$ cat src/rtl/disp_pkg.sv
// Shared constants, scan-state encoding and one-hot helper for the 4-digit display scan path.
package disp_pkg;

    localparam int NUM_DIGITS = 4;
    localparam int NIB_W      = 4;
    localparam int WORD_W     = NUM_DIGITS * NIB_W;

    localparam logic [NUM_DIGITS-1:0] SEL_OFF  = 4'b0000;
    localparam logic [NUM_DIGITS-1:0] SEL_DIG0 = 4'b0001;
    localparam logic [NUM_DIGITS-1:0] SEL_DIG1 = 4'b0010;
    localparam logic [NUM_DIGITS-1:0] SEL_DIG2 = 4'b0100;
    localparam logic [NUM_DIGITS-1:0] SEL_DIG3 = 4'b1000;

    typedef enum logic [1:0] {
        IDLE  = 2'd0,
        SHOW  = 2'd1,
        BLANK = 2'd2
    } scan_state_t;

    function automatic logic [NUM_DIGITS-1:0] digit_onehot(input logic [1:0] idx);
        logic [NUM_DIGITS-1:0] oh;
        case (idx)
            2'd0:    oh = SEL_DIG0;
            2'd1:    oh = SEL_DIG1;
            2'd2:    oh = SEL_DIG2;
            default: oh = SEL_DIG3;
        endcase
        return oh;
    endfunction

endpackage

$ cat src/rtl/digit_scan_ctrl_if.sv
// Display-word update handshake: the sender offers a word, the scanner accepts it at a frame edge.
interface digit_scan_ctrl_if;
    import disp_pkg::*;

    logic              upd_valid;
    logic [WORD_W-1:0] upd_data;
    logic              upd_ready;

    modport master (output upd_valid, output upd_data, input  upd_ready);
    modport slave  (input  upd_valid, input  upd_data, output upd_ready);

endinterface

$ cat src/rtl/scan_tick_gen.sv
// Slot counter for the digit scan: counts 0..PRESCALE-1 while running and flags the compare points.
module scan_tick_gen #(
    parameter int PRESCALE     = 100000,
    parameter int BLANK_CYCLES = 1000
) (
    input  logic clk,
    input  logic rst,
    input  logic run,
    output logic terminal,
    output logic blank_start,
    output logic pre_terminal
);

    localparam int CNT_W = (PRESCALE > 2) ? $clog2(PRESCALE) : 1;
    localparam logic [CNT_W-1:0] TERM_VAL  = CNT_W'(PRESCALE - 1);
    localparam logic [CNT_W-1:0] PRE_VAL   = CNT_W'(PRESCALE - 2);
    localparam logic [CNT_W-1:0] BLANK_VAL = CNT_W'(PRESCALE - BLANK_CYCLES - 1);
    localparam logic [CNT_W-1:0] ONE       = CNT_W'(1);

    logic [CNT_W-1:0] count_reg;

    assign terminal     = (count_reg == TERM_VAL);
    assign blank_start  = (count_reg == BLANK_VAL);
    assign pre_terminal = (count_reg == PRE_VAL);

    // Held at zero whenever the scan is not running, so a restart always begins a full slot.
    always_ff @(posedge clk) begin
        if (rst || !run) begin
            count_reg <= '0;
        end else if (terminal) begin
            count_reg <= '0;
        end else begin
            count_reg <= count_reg + ONE;
        end
    end

endmodule

$ cat src/rtl/digit_scan_ctrl.sv
// Digit scan controller: one-hot digit strobe with end-of-slot blanking and frame-aligned word update.
// Define DIGIT_SCAN_LZB_EN to enable leading-zero blanking of digits 1..3.
module digit_scan_ctrl
    import disp_pkg::*;
#(
    parameter int PRESCALE     = 100000,
    parameter int BLANK_CYCLES = 1000
) (
    input  logic                  clk,
    input  logic                  rst,
    input  logic                  en,
    digit_scan_ctrl_if.slave      upd,
    output logic [NUM_DIGITS-1:0] sel,
    output logic [WORD_W-1:0]     N,
    output logic [1:0]            digit_idx,
    output logic                  frame_done
);

    scan_state_t           state_reg, state_next;
    logic [1:0]            digit_reg, digit_next;
    logic [NUM_DIGITS-1:0] sel_reg, sel_next;
    logic [WORD_W-1:0]     n_reg, n_next;
    logic                  ready_reg, ready_next;
    logic                  frame_done_reg, frame_done_next;
    logic                  terminal, blank_start, pre_terminal;
    logic                  run, accept, digit_lit;

    assign run = en && (state_reg != IDLE);

    scan_tick_gen #(
        .PRESCALE     (PRESCALE),
        .BLANK_CYCLES (BLANK_CYCLES)
    ) u_tick (
        .clk          (clk),
        .rst          (rst),
        .run          (run),
        .terminal     (terminal),
        .blank_start  (blank_start),
        .pre_terminal (pre_terminal)
    );

    assign accept = upd.upd_valid && ready_reg;
    assign n_next = accept ? upd.upd_data : n_reg;

`ifdef DIGIT_SCAN_LZB_EN
    logic [NUM_DIGITS-1:0] nib_zero;
    logic [NUM_DIGITS-1:0] upper_zero;
    genvar gi;
    for (gi = 0; gi < NUM_DIGITS; gi++) begin : g_lzb
        assign nib_zero[gi]   = (n_next[gi*NIB_W +: NIB_W] == '0);
        assign upper_zero[gi] = &nib_zero[NUM_DIGITS-1:gi];
    end
    // Mask is taken from the word that will be on N alongside this strobe.
    assign digit_lit = (digit_next == 2'd0) || !upper_zero[digit_next];
`else
    assign digit_lit = 1'b1;
`endif

    always_comb begin
        state_next = state_reg;
        digit_next = digit_reg;
        if (!en) begin
            state_next = IDLE;
            digit_next = 2'd0;
        end else begin
            case (state_reg)
                IDLE: begin
                    state_next = SHOW;
                    digit_next = 2'd0;
                end
                SHOW: begin
                    // Terminal wins so that BLANK_CYCLES=0 goes straight to the next digit.
                    if (terminal) begin
                        digit_next = digit_reg + 2'd1;
                    end else if (blank_start) begin
                        state_next = BLANK;
                    end
                end
                BLANK: begin
                    if (terminal) begin
                        state_next = SHOW;
                        digit_next = digit_reg + 2'd1;
                    end
                end
                default: begin
                    state_next = IDLE;
                    digit_next = 2'd0;
                end
            endcase
        end
    end

    always_comb begin
        sel_next        = SEL_OFF;
        frame_done_next = run && terminal && (digit_reg == 2'd3);
        // Ready one cycle ahead: the next cycle is the last one of slot 3.
        ready_next      = (state_next == IDLE) ||
                          (run && pre_terminal && !terminal && (digit_reg == 2'd3));
        if (state_next == SHOW && digit_lit) begin
            sel_next = digit_onehot(digit_next);
        end
    end

    always_ff @(posedge clk) begin
        if (rst) begin
            state_reg      <= IDLE;
            digit_reg      <= 2'd0;
            sel_reg        <= SEL_OFF;
            n_reg          <= '0;
            ready_reg      <= 1'b0;
            frame_done_reg <= 1'b0;
        end else begin
            state_reg      <= state_next;
            digit_reg      <= digit_next;
            sel_reg        <= sel_next;
            n_reg          <= n_next;
            ready_reg      <= ready_next;
            frame_done_reg <= frame_done_next;
        end
    end

    assign sel           = sel_reg;
    assign N             = n_reg;
    assign digit_idx     = digit_reg;
    assign frame_done    = frame_done_reg;
    assign upd.upd_ready = ready_reg;

endmodule
$ cat src/flat_wrapper.sv
// flat-port wrapper written by rule: the top's interface ports become plain ports
module digit_scan_ctrl_flat import disp_pkg::*;
#(
    parameter int PRESCALE     = 100000,
    parameter int BLANK_CYCLES = 1000
)
  (clk, rst, en, sel, N, digit_idx, frame_done, upd_upd_valid, upd_upd_data, upd_upd_ready);
  digit_scan_ctrl_if upd_i ();
  input  logic clk;
  input  logic rst;
  input  logic en;
  output logic [NUM_DIGITS-1:0] sel;
  output logic [WORD_W-1:0] N;
  output logic [1:0] digit_idx;
  output logic frame_done;
  input wire logic [$bits(upd_i.upd_valid)-1:0] upd_upd_valid;
  input wire logic [$bits(upd_i.upd_data)-1:0] upd_upd_data;
  output wire logic [$bits(upd_i.upd_ready)-1:0] upd_upd_ready;
  assign upd_i.upd_valid = upd_upd_valid;
  assign upd_i.upd_data = upd_upd_data;
  assign upd_upd_ready = upd_i.upd_ready;
  digit_scan_ctrl #(.PRESCALE(PRESCALE), .BLANK_CYCLES(BLANK_CYCLES)) u_core (.clk(clk), .rst(rst), .en(en), .upd(upd_i), .sel(sel), .N(N), .digit_idx(digit_idx), .frame_done(frame_done));
endmodule
$ cat config.mk
export PLATFORM = sky130hd
export DESIGN_NAME = digit_scan_ctrl_flat
export DESIGN_NICKNAME = d
export VERILOG_FILES = /design/src/rtl/disp_pkg.sv /design/src/rtl/digit_scan_ctrl_if.sv /design/src/rtl/scan_tick_gen.sv /design/src/rtl/digit_scan_ctrl.sv /design/src/flat_wrapper.sv
export SDC_FILE = /design/constraint.sdc
export NUM_CORES = 1
export LEC_CHECK = 0
export BUFFER_PORTS_ARGS = -buffer_cell sky130_fd_sc_hd__buf_2
export CAP_MARGIN = 20
export CORE_MARGIN = 2
export CORE_UTILIZATION = 55
export CTS_CLUSTER_DIAMETER = 50
export CTS_CLUSTER_SIZE = 28
export DETAILED_ROUTE_END_ITERATION = 10
export HOLD_SLACK_MARGIN = 0.05
export PLACE_DENSITY = 0.81
export SYNTH_ARGS = -nofsm -noshare
export SYNTH_HDL_FRONTEND = slang
export SYNTH_SLANG_ARGS = --single-unit
$ cat constraint.sdc
create_clock -name clk -period 4.09 [get_ports clk]
set_input_delay 0.2045 -clock clk [delete_from_list [all_inputs] [get_ports clk]]
set_output_delay 0.2045 -clock clk [all_outputs]
set_load 0.02 [all_outputs]
* After elaboration in Yosys (flattened, before gate mapping)
Cells that the tools add are included.
** Cells by class
- $add $sub $neg :: 2
- Eq/ne operators :: 9
- Mux-type cells :: 9
- Bitwise logic cells :: 1
- Reductions and logical operators :: 18
** Operators with widths (number)
- == test 17 bit, second input constant :: 3
- adder 17 x 1 -> 17 bit, second input constant :: 1
- two-way mux 2 bit :: 7
- case mux 4 bit (3 select lines) :: 1
- logical AND 1 bit :: 7
- == test 2 x 1 -> 1 bit, second input constant :: 3
- == test 2 bit, second input constant :: 3
- zero test 2 bit :: 3
- case mux 2 bit (3 select lines) :: 1
- OR reduction 2 bit :: 3
- adder 2 x 1 -> 2 bit, second input constant :: 1
- zero test 1 bit :: 2
- logical OR 1 bit :: 2
- nonzero test 2 bit :: 1
- inverter 1 bit :: 1
** Storage, ports and cells
- Bits in registers :: 43
- Output and inout bits :: 24
- Logic and storage cells :: 46

* Longest topological paths before layout
- Depth after elaboration :: 8
- Gate-level depth with buffers :: 7

* Cells and area by module
Synthesis repeated with hierarchy kept, for this count alone.
** Second synthesis, totals
- Cells, all modules :: 213
- Area, all modules :: 1885.6 sq um
** Modules (own cells, without submodules)
- digit_scan_ctrl :: instances 1, cells each 118, area an instance 1021.0 sq um, seq. area each 520.5 sq um
- scan_tick_gen :: instances 1, cells each 95, area an instance 864.6 sq um, seq. area each 340.3 sq um

* Worst setup path after synthesis
OpenSTA, ideal clock, no wires.
- Path kind :: reg2reg
- Start point :: register u_core.u_tick.count_reg[6]
- End point :: register u_core.sel_reg[0] (netlist: u_core.sel[0])
- Data arrival time :: 2.025 ns
- Path slack :: 1.974 ns
- Cell stages (with the launch flop) :: 7
- Buffers on the path :: 1
- Clock period less this slack :: 2.116 ns
- Cells stage by stage :: dfxtp_1 -> or4b_4 -> or4_4 -> buf_6 -> nor3_1 -> mux2i_1 -> a311oi_1
** Between the ends
- Word-level cells in the longest chain between the ends :: 8
- Elaborated cells between the ends (all ways) :: 17
- Classes of those cells :: eq/ne (5); mux (9); bitwise (1); reduce/logical (2)
** Ends and longest elaborated chain
- start, declared :: line scan_tick_gen.sv:20 : logic [CNT_W-1:0] count_reg;
- start signal, assigned :: line scan_tick_gen.sv:33 : count_reg <= count_reg + ONE;
- == test 17 bit :: line scan_tick_gen.sv:23 : assign blank_start = (count_reg == BLANK_VAL);
- two-way mux 2 bit :: line digit_scan_ctrl.sv:75 : end else if (blank_start) begin
- two-way mux 2 bit :: line digit_scan_ctrl.sv:73 : if (terminal) begin
- case mux 2 bit (3 select lines) :: line digit_scan_ctrl.sv:66 : case (state_reg)
- two-way mux 2 bit :: line digit_scan_ctrl.sv:62 : if (!en) begin
- == test 2 x 1 -> 1 bit :: line digit_scan_ctrl.sv:99 : if (state_next == SHOW && digit_lit) begin
- inverter 1 bit (no line)
- OR reduction 2 bit (no line)
- end signal, assigned :: line digit_scan_ctrl.sv:115 : sel_reg <= sel_next;
- end, declared :: line digit_scan_ctrl.sv:21 : logic [NUM_DIGITS-1:0] sel_reg, sel_next;
Parallel ways exist; a longest one is shown, timed or not.
A chain may end at the register's enable or synchronous reset.

* Worst setup path in the final report
- Start point :: register u_core.u_tick.count_reg[6]
- End point :: register u_core.u_tick.count_reg[4]
** Between the ends
- Word-level cells in the longest chain between the ends :: 2
** Ends and longest elaborated chain
- == test 17 bit :: line scan_tick_gen.sv:22 : assign terminal = (count_reg == TERM_VAL);
- OR reduction 2 bit (no line)
Every way passes these cells.

==> results by stage <==
Clock tree:
- The number of post-CTS setup repair buffers is 0.
- The clock passes through at most 2 buffers.
- The clock drives 43 sinks.
- The depth of the CTS H-tree is 2.
- Clock-pin slew was measured on the worst setup and hold paths at ~0.12 ns.
- The number of buffers added by the clock tree synthesis step is 5.
- Clock latency on the worst-skew pair, taken at its later pin, is 0.35 ns.
- The count of hold-fix buffers inserted at cts is 0.
- TritonCTS built the clock tree.
- The CTS root buffer is clkbuf_4.
- After clock tree synthesis, the repair step resized 0 gates.

Logic synthesis:
- The number of warning messages in the yosys log is 0.
- The number of instances in the synthesized netlist is roughly 220.
- Summing every instance area after synthesis gives 0.00188 mm2.
- Of all cell types, the one taking the most synthesized area is dfxtp_1.
- The predominant post-synthesis flop cell is dfxtp_1.
- The distinct cell type count of the synthesized netlist is 36.
- Dividing the synthesized area by the synthesized cell count gives roughly 8.5 um2.
- The synthesized design contains 0 enable-type register cells.
- Ranked by instance count, the synthesized netlist is headed by 43 x dfxtp_1, 43 x nand2_1, 23 x nor2_1.
- The top-area cell type share of the netlist area is 45.9%.
- By area the synthesized netlist is led by dfxtp_1 46%, nand2_1 8.6%, a21oi_1 4.8%.
- Of the synthesized area, sequential elements account for 45.9%.
- The flop and latch count out of synthesis is 43.
- After synthesis, the share of flip-flops with an asynchronous set or reset is 0%.
- The net count after synthesis is around 250.

Job:
- Across the run, the number of max-cap violations was 0.

Global route:
- Entering global routing, the biggest net connects 23 pins.
- The global-route congestion overflow total is 0.
- The first global-routing pass estimated 6450 um of wire.
- The global routing usage summed across all routing layers is between 20% and 30%.
- The number of antenna violations at the first check in global routing is 0.
- The number of global-route vias before repair is 1515.

Floorplan:
- The starting density of the core is 56.7%.
- The area of the die is 0.00390 mm2.
- The vertical extent of the die is 62.4 um.
- For this design the top-level I/O count stands at 44.
- The die boundary width is around 62 um.
- The row count is 21.
- The total area inside the core boundary comes to approximately 0.0033 mm2.

Setup path:
- STA classifies the critical path endpoint as a flip-flop.
- The endpoint of the most critical register-to-register path is u_core.u_tick.count_reg[4].
- The slack of the worst reg-to-reg path is 1.77 ns.
- The kind of critical path is reg2reg.
- Of all nets on the critical path, the largest fanout is 17.
- The data arrival at the endpoint of the critical path is 2.53 ns.
- The count of cells along the worst register-to-register path is 5.
- The category of the worst setup path launch point is a flip-flop.
- The required time of the critical path is 4.31 ns.
- In this run the critical register-to-register path is launched from u_core.u_tick.count_reg[6].

Timing:
- The measured slew at the worst slew-check pin is 0.568 ns.
- The number of pins with negative max-slew slack in the final report is 0.
- The number of failing setup endpoints in the final timing report is 0.
- Adding up every negative setup slack in the final design gives 0 ns.
- Derived from the worst setup path, the maximum achievable clock frequency is about 430 MHz.
- The tightest slew margin relative to the limit is 61.8%.
- The worst-case clock skew is 0.0123 ns.
- The final worst-path cycle share is 56.6%.
- The final critical delay including setup and external delays is 2.32 ns.
- The number of endpoints with negative hold slack in the final report is 0.
- Setup repair after global routing left no endpoint under its margin.
- The tightest hold path in the finished design has a slack of 0.0776 ns.

Power and ir drop:
- The power per cell area is about 350 mW/mm2.
- The sequential group share of total power is around 56%.
- The part of the total power dissipated in combinational logic is 8.2%.
- The worst IR drop on VDD is 231 uV.
- In this run switching power makes up 22.4% of total power.
- Of the total power, the clock network draws 35.4%.
- The analysis attributes to cell leakage a power of 0.000861 uW.
- In this run the power spent charging and discharging nets is 172 uW.
- The internal portion of the total power is 598 uW.

Final layout:
- The antenna diode count is 0.
- The finished cells cover 0.00222 mm2.
- The number of fill cells in the layout is roughly 280.
- The net total in the final layout is 292.
- The register with the most flip-flops in the layout has 17 of them.
- Once layout is complete, the utilization of the core stands at 67.0%.
- The area added between synthesis and finish is 18.1%.
- In the final layout, the share of cells above drive strength 1 is 22.9%.

Routing:
- The total iterations of the first detailed-routing run is 4.
- The routed design has between 3000 and 4000 um of wire.
- The number of routed nets with antenna violations is 0.
- Dividing the detail-routed via count by the number of cells gives roughly 5.3.
- The total number of vias is 1640.
- In the final routed layout, each cell accounts on average for 11.7 um.
- The initial DRC count is 109.
- The count of unresolved DRC violations after routing is 0.

Placed design:
- Routability-driven placement finished with a final weighted congestion of 0.821.
- The count of buffers added on input and output ports is 43.
- The post-placement cell area is 0.00211 mm2.
- The sum of net half-perimeters after detailed placement is roughly 2700 um.

Worst hold path:
- The hold path startpoint is upd_upd_data[1].
- The capture endpoint of the worst hold path is u_core.N[1].
- The instance count along the most critical hold path is 3.
- The path class of the tightest hold or removal check is in2reg.

Status:
- The run finished with clean final reports.
routing by layer:
metal	part of all wire (%)	GRT usage (%)	wire length (um)	vias to the layer above
li1	-	-	-	835
met1	44	24.4	1600	747
met2	48	34.0	1740	52
met3	6.6	7.75	242	6
met4	1.5	8.06	55	0
met5	0	0	0	-
metrics by stage:
step / worst slack [ns] / instances / power, uW
after floorplan: 1.97 / 221 / 482
after global placement: 1.85 / 302 / 505
after detailed placement: 1.80 / 302 / 505
after CTS: 1.79 / 310 / 777
after global routing: 1.58 / 312 / 809
final: 1.77 / 312 / 770
power groups by stage:
stage | clock (uW) | sequential (uW) | combinational (uW)
floorplan | 0 | 455 | 27.5
global route | 303 | 436 | 70.6
detailed placement | 0 | 443 | 61.8
CTS | 280 | 434 | 62.2
global placement | 0 | 443 | 61.4
finish | 273 | 434 | 63.5
placed cells by master, fill, tap and decap left out, drive strengths merged, types with 2 or more instances in the layout:
master | synthesis | routed
nand2 | 43 | 43
buf | 3 | 43
dfxtp | 43 | 43
nor2 | 23 | 23
a21oi | 19 | 19
inv | 10 | 10
nor4 | 9 | 9
xnor2 | 9 | 9
nand3 | 8 | 8
xor2 | 7 | 7
ha | 7 | 7
nor3 | 6 | 6
clkbuf | 5 | 6
a31oi | 3 | 3
and3 | 3 | 3
and2 | 2 | 2
or2 | 2 | 2
or4b | 2 | 2
nand4 | 2 | 2
nor3b | 2 | 2
mux2i | 2 | 2
dlygate4sd3 | 0 | 2
o21ai | 2 | 2
kinds of logic after synthesis:
kind of cell,synth area share [%]
compound gates,10.2
xor+xnor,7.47
fa+ha+maj,4.67
buf+inv,4.07
flops,45.9
mux,1.07
simple gates,26.7
critical path, cell delays in order (launching register included):
cell and delay, ns:
dfxtp_1 0.36, or4b_4 0.56, nor4_1 0.50, nand2_1 0.20, nand2_1 0.46, nor2_1 0.11
cell type report:
type	instances	area (um2)	area share [%]
clock inverters	2	35.0	1.58
clock buffers	6	51.3	2.31
well taps	46	57.6	2.60
repair buffers	45	235	10.6
flip-flops and latches	43	861	38.8
inverters	10	37.5	1.69
multi-input cells	160	940	42.4
how the worst max path moves through the flow:
stage                               start                          end  slack (ns)  cells after the start
2_1_floorplan  u_core.u_tick.count_reg[6]                u_core.sel[0]        1.97                      6
3_3_place_gp   u_core.u_tick.count_reg[6]  u_core.u_tick.count_reg[16]        1.85                      5
3_5_place_dp   u_core.u_tick.count_reg[6]   u_core.u_tick.count_reg[4]        1.80                      5
4_1_cts        u_core.u_tick.count_reg[6]   u_core.u_tick.count_reg[4]        1.79                      5
5_1_grt        u_core.u_tick.count_reg[6]   u_core.u_tick.count_reg[4]        1.58                      5
6_report       u_core.u_tick.count_reg[6]   u_core.u_tick.count_reg[4]        1.77                      5
No activity file was read; power rests on OpenSTA's default activity.
